$ cat src/rtl/i2s_fmt_detect.sv
// i2s_fmt_detect
//   Measures ASCLK_i (BCK) cycles per ALRCLK_i frame, classifies each frame
//   against NUM_FMT inclusive count windows and locks onto a format with
//   hysteresis: LOCK_FRAMES consecutive matching frames to lock, LOCK_FRAMES
//   consecutive non-matching frames to release. fmt_sel_o steers the source
//   mux ahead of the FIR/ASRC path.
//
//   Optional feature macro: I2S_FMT_MUTE_EN
//     defined   : mute_o held for MUTE_FRAMES LRCLK rises after entering lock
//     undefined : mute_o is simply the registered inverse of fmt_valid_o
//
// Ports
//   ASCLK_i      in   I2S bit clock, all logic on the rising edge
//   nARST        in   asynchronous active-low reset
//   ALRCLK_i     in   I2S word clock, sampled on ASCLK_i
//   fmt_sel_o    out  locked format index (changes only on entering lock)
//   fmt_valid_o  out  1 while locked
//   frame_len_o  out  last measured frame length in BCKs minus one
//   frame_stb_o  out  one-cycle pulse per LRCLK rise
//   mute_o       out  downstream mute request

module i2s_fmt_detect #(
    parameter int unsigned CTR_W                     = 9,
    parameter int unsigned NUM_FMT                   = 2,
    parameter logic [NUM_FMT*CTR_W-1:0] FMT_MIN      = {9'd31, 9'd191},
    parameter logic [NUM_FMT*CTR_W-1:0] FMT_MAX      = {9'd31, 9'd209},
    parameter int unsigned DEF_SEL                   = 0,
    parameter int unsigned LOCK_FRAMES               = 3,
    parameter int unsigned MUTE_FRAMES               = 8,
    localparam int unsigned SEL_W = (NUM_FMT > 1) ? $clog2(NUM_FMT) : 1
) (
    input  logic             ASCLK_i,
    input  logic             nARST,
    input  logic             ALRCLK_i,
    output logic [SEL_W-1:0] fmt_sel_o,
    output logic             fmt_valid_o,
    output logic [CTR_W-1:0] frame_len_o,
    output logic             frame_stb_o,
    output logic             mute_o
);

    localparam int unsigned RUN_W = (LOCK_FRAMES > 1) ? $clog2(LOCK_FRAMES + 1) : 1;
    localparam logic [RUN_W-1:0] LOCK_CNT = RUN_W'(LOCK_FRAMES);
    localparam logic [CTR_W-1:0] CNT_MAX  = {CTR_W{1'b1}};

`ifdef I2S_FMT_MUTE_EN
    localparam int unsigned HOLD_W = (MUTE_FRAMES > 0) ? $clog2(MUTE_FRAMES + 1) : 1;
`endif

    typedef enum logic [1:0] {
        StUnlock,
        StCand,
        StLock
    } state_e;

    logic [CTR_W-1:0] r_cnt;
    logic             r_lr_prev;
    logic [CTR_W-1:0] r_len;
    logic             r_stb;

    state_e           r_state;
    logic             r_first;
    logic [SEL_W-1:0] r_cand;
    logic [RUN_W-1:0] r_run;
    logic [RUN_W-1:0] r_miss;
    logic [SEL_W-1:0] r_sel;
    logic             r_valid;
    logic             r_mute;
`ifdef I2S_FMT_MUTE_EN
    logic [HOLD_W-1:0] r_hold;
`endif

    logic             w_rise;
    logic             w_timeout;
    logic             w_hit;
    logic [SEL_W-1:0] w_idx;
    logic             w_same;
    logic             w_drop;

    assign w_rise    = ~r_lr_prev & ALRCLK_i;
    // Saturated counter means no LRCLK edge for a full counter range.
    assign w_timeout = (r_cnt == CNT_MAX);

    // Lowest-index window containing the count wins.
    always_comb begin
        w_hit = 1'b0;
        w_idx = '0;
        for (int unsigned i = 0; i < NUM_FMT; i++) begin
            if (!w_hit && (r_cnt >= FMT_MIN[i*CTR_W +: CTR_W]) &&
                (r_cnt <= FMT_MAX[i*CTR_W +: CTR_W])) begin
                w_hit = 1'b1;
                w_idx = SEL_W'(i);
            end
        end
    end

    assign w_same = w_hit && (w_idx == r_sel);
    assign w_drop = !w_same && ((r_miss + 1'b1) == LOCK_CNT);

    // Frame length measurement.
    always_ff @(posedge ASCLK_i or negedge nARST) begin
        if (!nARST) begin
            r_cnt     <= '0;
            r_lr_prev <= 1'b0;
            r_len     <= '0;
            r_stb     <= 1'b0;
        end else begin
            r_lr_prev <= ALRCLK_i;
            r_stb     <= w_rise;
            if (w_rise) begin
                r_len <= r_cnt;
                r_cnt <= '0;
            end else if (!w_timeout) begin
                r_cnt <= r_cnt + 1'b1;
            end
        end
    end

    // Lock FSM, evaluated once per LRCLK rise plus the timeout path.
    always_ff @(posedge ASCLK_i or negedge nARST) begin
        if (!nARST) begin
            r_state <= StUnlock;
            r_first <= 1'b1;
            r_cand  <= '0;
            r_run   <= '0;
            r_miss  <= '0;
            r_sel   <= SEL_W'(DEF_SEL);
            r_valid <= 1'b0;
            r_mute  <= 1'b1;
`ifdef I2S_FMT_MUTE_EN
            r_hold  <= '0;
`endif
        end else if (w_rise && (r_first || w_timeout)) begin
            // Partial or timed-out frame: only re-arm classification.
            r_first <= 1'b0;
            if (w_timeout) begin
                r_state <= StUnlock;
                r_valid <= 1'b0;
                r_mute  <= 1'b1;
`ifdef I2S_FMT_MUTE_EN
                r_hold  <= '0;
`endif
            end
        end else if (w_rise) begin
            case (r_state)
                StUnlock: begin
                    if (w_hit) begin
                        r_cand <= w_idx;
                        r_run  <= RUN_W'(1);
                        if (LOCK_FRAMES == 1) begin
                            r_state <= StLock;
                            r_sel   <= w_idx;
                            r_valid <= 1'b1;
                            r_miss  <= '0;
`ifdef I2S_FMT_MUTE_EN
                            r_hold  <= HOLD_W'(MUTE_FRAMES);
                            r_mute  <= (MUTE_FRAMES != 0);
`else
                            r_mute  <= 1'b0;
`endif
                        end else begin
                            r_state <= StCand;
                        end
                    end
                end
                StCand: begin
                    if (!w_hit) begin
                        r_state <= StUnlock;
                    end else if (w_idx == r_cand) begin
                        if ((r_run + 1'b1) == LOCK_CNT) begin
                            r_state <= StLock;
                            r_sel   <= r_cand;
                            r_valid <= 1'b1;
                            r_miss  <= '0;
`ifdef I2S_FMT_MUTE_EN
                            r_hold  <= HOLD_W'(MUTE_FRAMES);
                            r_mute  <= (MUTE_FRAMES != 0);
`else
                            r_mute  <= 1'b0;
`endif
                        end else begin
                            r_run <= r_run + 1'b1;
                        end
                    end else begin
                        r_cand <= w_idx;
                        r_run  <= RUN_W'(1);
                    end
                end
                StLock: begin
                    if (w_drop) begin
                        r_state <= StUnlock;
                        r_valid <= 1'b0;
                        r_mute  <= 1'b1;
`ifdef I2S_FMT_MUTE_EN
                        r_hold  <= '0;
`endif
                    end else begin
                        r_miss <= w_same ? '0 : (r_miss + 1'b1);
`ifdef I2S_FMT_MUTE_EN
                        if (r_hold != '0) begin
                            r_hold <= r_hold - 1'b1;
                        end
                        r_mute <= (r_hold > HOLD_W'(1));
`endif
                    end
                end
                default: begin
                    r_state <= StUnlock;
                    r_valid <= 1'b0;
                    r_mute  <= 1'b1;
                end
            endcase
        end else if (w_timeout) begin
            r_first <= 1'b1;
            r_state <= StUnlock;
            r_valid <= 1'b0;
            r_mute  <= 1'b1;
`ifdef I2S_FMT_MUTE_EN
            r_hold  <= '0;
`endif
        end
    end

    assign fmt_sel_o   = r_sel;
    assign fmt_valid_o = r_valid;
    assign frame_len_o = r_len;
    assign frame_stb_o = r_stb;
    assign mute_o      = r_mute;

endmodule

$ cat config.mk
export PLATFORM = sky130hd
export DESIGN_NAME = i2s_fmt_detect
export DESIGN_NICKNAME = d
export VERILOG_FILES = /design/src/rtl/i2s_fmt_detect.sv
export SDC_FILE = /design/constraint.sdc
export NUM_CORES = 1
export LEC_CHECK = 0
export CORE_AREA = 5 5 67 69
export DETAILED_ROUTE_END_ITERATION = 16
export DIE_AREA = 0 0 72 74
export HOLD_SLACK_MARGIN = 0.12
export PLACE_DENSITY = 0.69
export SLEW_MARGIN = 0
export SYNTH_ARGS = -nofsm -noshare
export SYNTH_HDL_FRONTEND = slang
export SYNTH_SLANG_ARGS = --single-unit
$ cat constraint.sdc
create_clock -name ASCLK_i -period 6.2 [get_ports ASCLK_i]
set_input_delay 0.62 -clock ASCLK_i [delete_from_list [all_inputs] [get_ports ASCLK_i]]
set_output_delay 0.62 -clock ASCLK_i [all_outputs]
set_load 0.05 [all_outputs]
==> impl_metrics.env <==
export IMPL_clkLatencyLatePin_ps=280
export IMPL_crit_type="register to register"
export IMPL_clkSlewWorstSetupHoldPaths_ps=70
export IMPL_drtIter0Drc=127
export IMPL_status="finished, final reports clean"
export IMPL_ctsResizeCount=0
export IMPL_vias=1200
export IMPL_track_usage_pct=13.88
export IMPL_wl_mm=3.232
export IMPL_first_pass_iters=4
export IMPL_cts_sink_count=31
export IMPL_synthDistinctLibCells=46
export IMPL_post_route_period_util_pct=42.36
export IMPL_grt_antenna_before_repair=0
export IMPL_synthToLayoutAreaGrowth_pct=18.47
export IMPL_required_ps=6370
export IMPL_final_nets=181
export IMPL_ys_flop_type="dfrtp_1"
export IMPL_grt_max_degree=32
export IMPL_gp_congestion=0.8733
export IMPL_coreArea_um2=3856
export IMPL_ys_top_cells_by_area="dfrtp_1 (45%), mux2_2 (6.3%), nor2_1 (4.9%), ha_1 (3.9%), dfstp_2 (3.3%)"
export IMPL_slew_headroom_pct=66.29
export IMPL_drc=0
export IMPL_rows=23
export IMPL_hpwl_mm=2.336
export IMPL_grt_pass1_wl_mm=5.630
export IMPL_wire_per_inst_um=14.43
export IMPL_synth_area_um2=1599
export IMPL_synthesis_nets=161
export IMPL_cts_setup_buffers=0
export IMPL_die_x_um=72
export IMPL_clockRootBuffer="clkbuf_8"
export IMPL_synth_edf_count=0
export IMPL_die_area_um2=5328
export IMPL_utilization_pct=49.12
export IMPL_hold_viol_final=0
export IMPL_yosysTopAreaCellShare_pct=45.38
export IMPL_cts_buffers_inserted=5
export IMPL_grt_pass1_vias=1198
export IMPL_cp_arrival_ps=2800
export IMPL_critPathMaxFanout=10
export IMPL_postRouteAntennaNets=0
export IMPL_fmax_mhz=380.8
export IMPL_period_needed_ps=2626
export IMPL_setup_tns_ps=0
export IMPL_io_pins=16
export IMPL_gr_total_overflow=0
export IMPL_power_density_nw_per_um2=281.9
export IMPL_drive_gt1_share_pct=18.97
export IMPL_routed_via_density=5.357
export IMPL_drv_slew=0
export IMPL_die_y_um=74
export IMPL_rsz0062_at_grt="false"
export IMPL_peakVddDrop_v=0.0002396
export IMPL_syn_inst=153
export IMPL_fill_cells=361
export IMPL_clock_path_buffers=2
export IMPL_ys_seq_elements=31
export IMPL_cp_end_kind="register"
export IMPL_antenna_cells=0
export IMPL_multi_input_area_um2=769.5
export IMPL_ctsHoldBuffers=0
export IMPL_ff2ff_setup_slack_ps=3570
export IMPL_cp_start_kind="register"
export IMPL_seqCellArea_um2=778.2
export IMPL_synth_largest_area_cell="dfrtp_1"
export IMPL_finalSetupViolations=0
export IMPL_p_leak_uw=0.0008322
export IMPL_holdCritPathClass="register to register"
export IMPL_cts_tree="yes"
export IMPL_ys_seq_area_share_pct=48.67
export IMPL_fin_skew_ps=2.383
export IMPL_port_buffers=15
export IMPL_ys_warn_count=0
export IMPL_max_cap_violations=0
export IMPL_synth_avg_cell_area_um2=10.45
export IMPL_start_util_pct=41.47
export IMPL_htreeDepth=2
export IMPL_worstMarginPinSlew_ps=504.0
export IMPL_async_reset_ff_share_pct=100.0
-- sequential cells by signal, summed over array words and instances (netlist names) --
name,count
frame_len_o,9
r_cnt,9
r_miss,2
r_run,2
r_state,2
fmt_sel_o,1
fmt_valid_o,1
frame_stb_o,1
mute_o,1
r_cand,1
r_first,1
r_lr_prev,1
-- final timing paths --
kind                        startpoint           to  cells after the start
max reg2reg                   r_cnt[0]   r_state[1]                      8
min reg2reg                fmt_valid_o  fmt_valid_o                      2
max                           r_cnt[0]   r_state[1]                      8
min                        fmt_valid_o  fmt_valid_o                      2
min in group asynchronous        nARST       r_cand                      2
max in group asynchronous        nARST       mute_o                      2
-- logic make-up (layout without fill, tap and decap cells) --
kind of cell | Yosys count | count (layout) | share of synthesized area (%)
compound gates | 27 | 27 | 11.89
xor+xnor | 7 | 7 | 3.834
fa+ha+maj | 5 | 5 | 3.912
buf+inv | 13 | 34 | 3.208
flops | 31 | 31 | 48.67
mux | 12 | 12 | 8.216
simple gates | 58 | 58 | 20.27
-- report_power, final --
part	internal, uW	total, uW	switching (uW)
combinational	50.5	128	77.2
sequential	226	252	25.9
clock	78.3	154	75.8
total	355	534	179
-- stage by stage --
step | instance area [um2] | cells | hold slack, ps | power (uW) | worst slack, ps
after floorplan | 1599 | 153 | 324.4 | 339.3 | 3828
after global placement | 1809 | 216 | 470.1 | 382.3 | 3639
after detailed placement | 1809 | 216 | 485.7 | 385.2 | 3599
after CTS | 1894 | 224 | 502.2 | 541.3 | 3578
after global routing | 1894 | 224 | 529.1 | 565.9 | 3357
final | 1894 | 224 | 496.9 | 534.0 | 3574
-- metal layers --
| layer | global-route usage, % | routed length (um) | up-vias |
|---|---|---|---|
| li1 | - | - | 580 |
| met1 | 16.48 | 1423 | 589 |
| met2 | 22.96 | 1620 | 24 |
| met3 | 4.865 | 147 | 7 |
| met4 | 6.054 | 42 | 0 |
| met5 | 0 | 0 | - |
-- synthesized netlist by cell type (all sizes together) (5+ instances only) --
master / instances
a21oi: 5
ha: 5
nor2: 22
inv: 9
mux2: 9
nand2: 12
xor2: 5
dfrtp: 29
o21ai: 5
-- cells in the final DEF (no fill, tap or decap), types with 2 or more instances in the layout --
master / Yosys / routed
clkbuf_8: 0 / 5
dfstp_2: 2 / 2
a31oi_1: 3 / 3
a21o_1: 2 / 2
dfrtp_1: 29 / 29
nor3_1: 2 / 2
nand3_1: 3 / 3
nand2b_1: 3 / 3
o22ai_1: 3 / 3
mux2i_1: 3 / 3
ha_1: 5 / 5
xor2_1: 5 / 5
and4_2: 2 / 2
xnor2_1: 2 / 2
o21ai_0: 3 / 3
nor2b_1: 2 / 2
inv_1: 9 / 9
nor4_1: 2 / 2
buf_4: 0 / 2
mux2_2: 9 / 9
nand2_1: 12 / 12
nor2_1: 21 / 21
a21oi_1: 5 / 5
clkdlybuf4s50_1: 0 / 15
-- worst max-delay path: stages (launching register included) --
cell     delay [ps]
dfrtp_1         450
ha_1            270
and4_2          190
ha_1            330
nor4b_4         420
nor2_1          150
o31ai_1         260
a21oi_1         110
o31a_1          320
-- area by class of cell --
cell class / count / area share (%)
clock buffers: 6 / 3.831
clock inverters: 2 / 0.6605
inverters: 9 / 1.783
multi-input cells: 109 / 40.62
flip-flops and latches: 31 / 41.08
well taps: 50 / 3.303
repair buffers: 17 / 8.719
No activity file was read; power rests on OpenSTA's default activity.
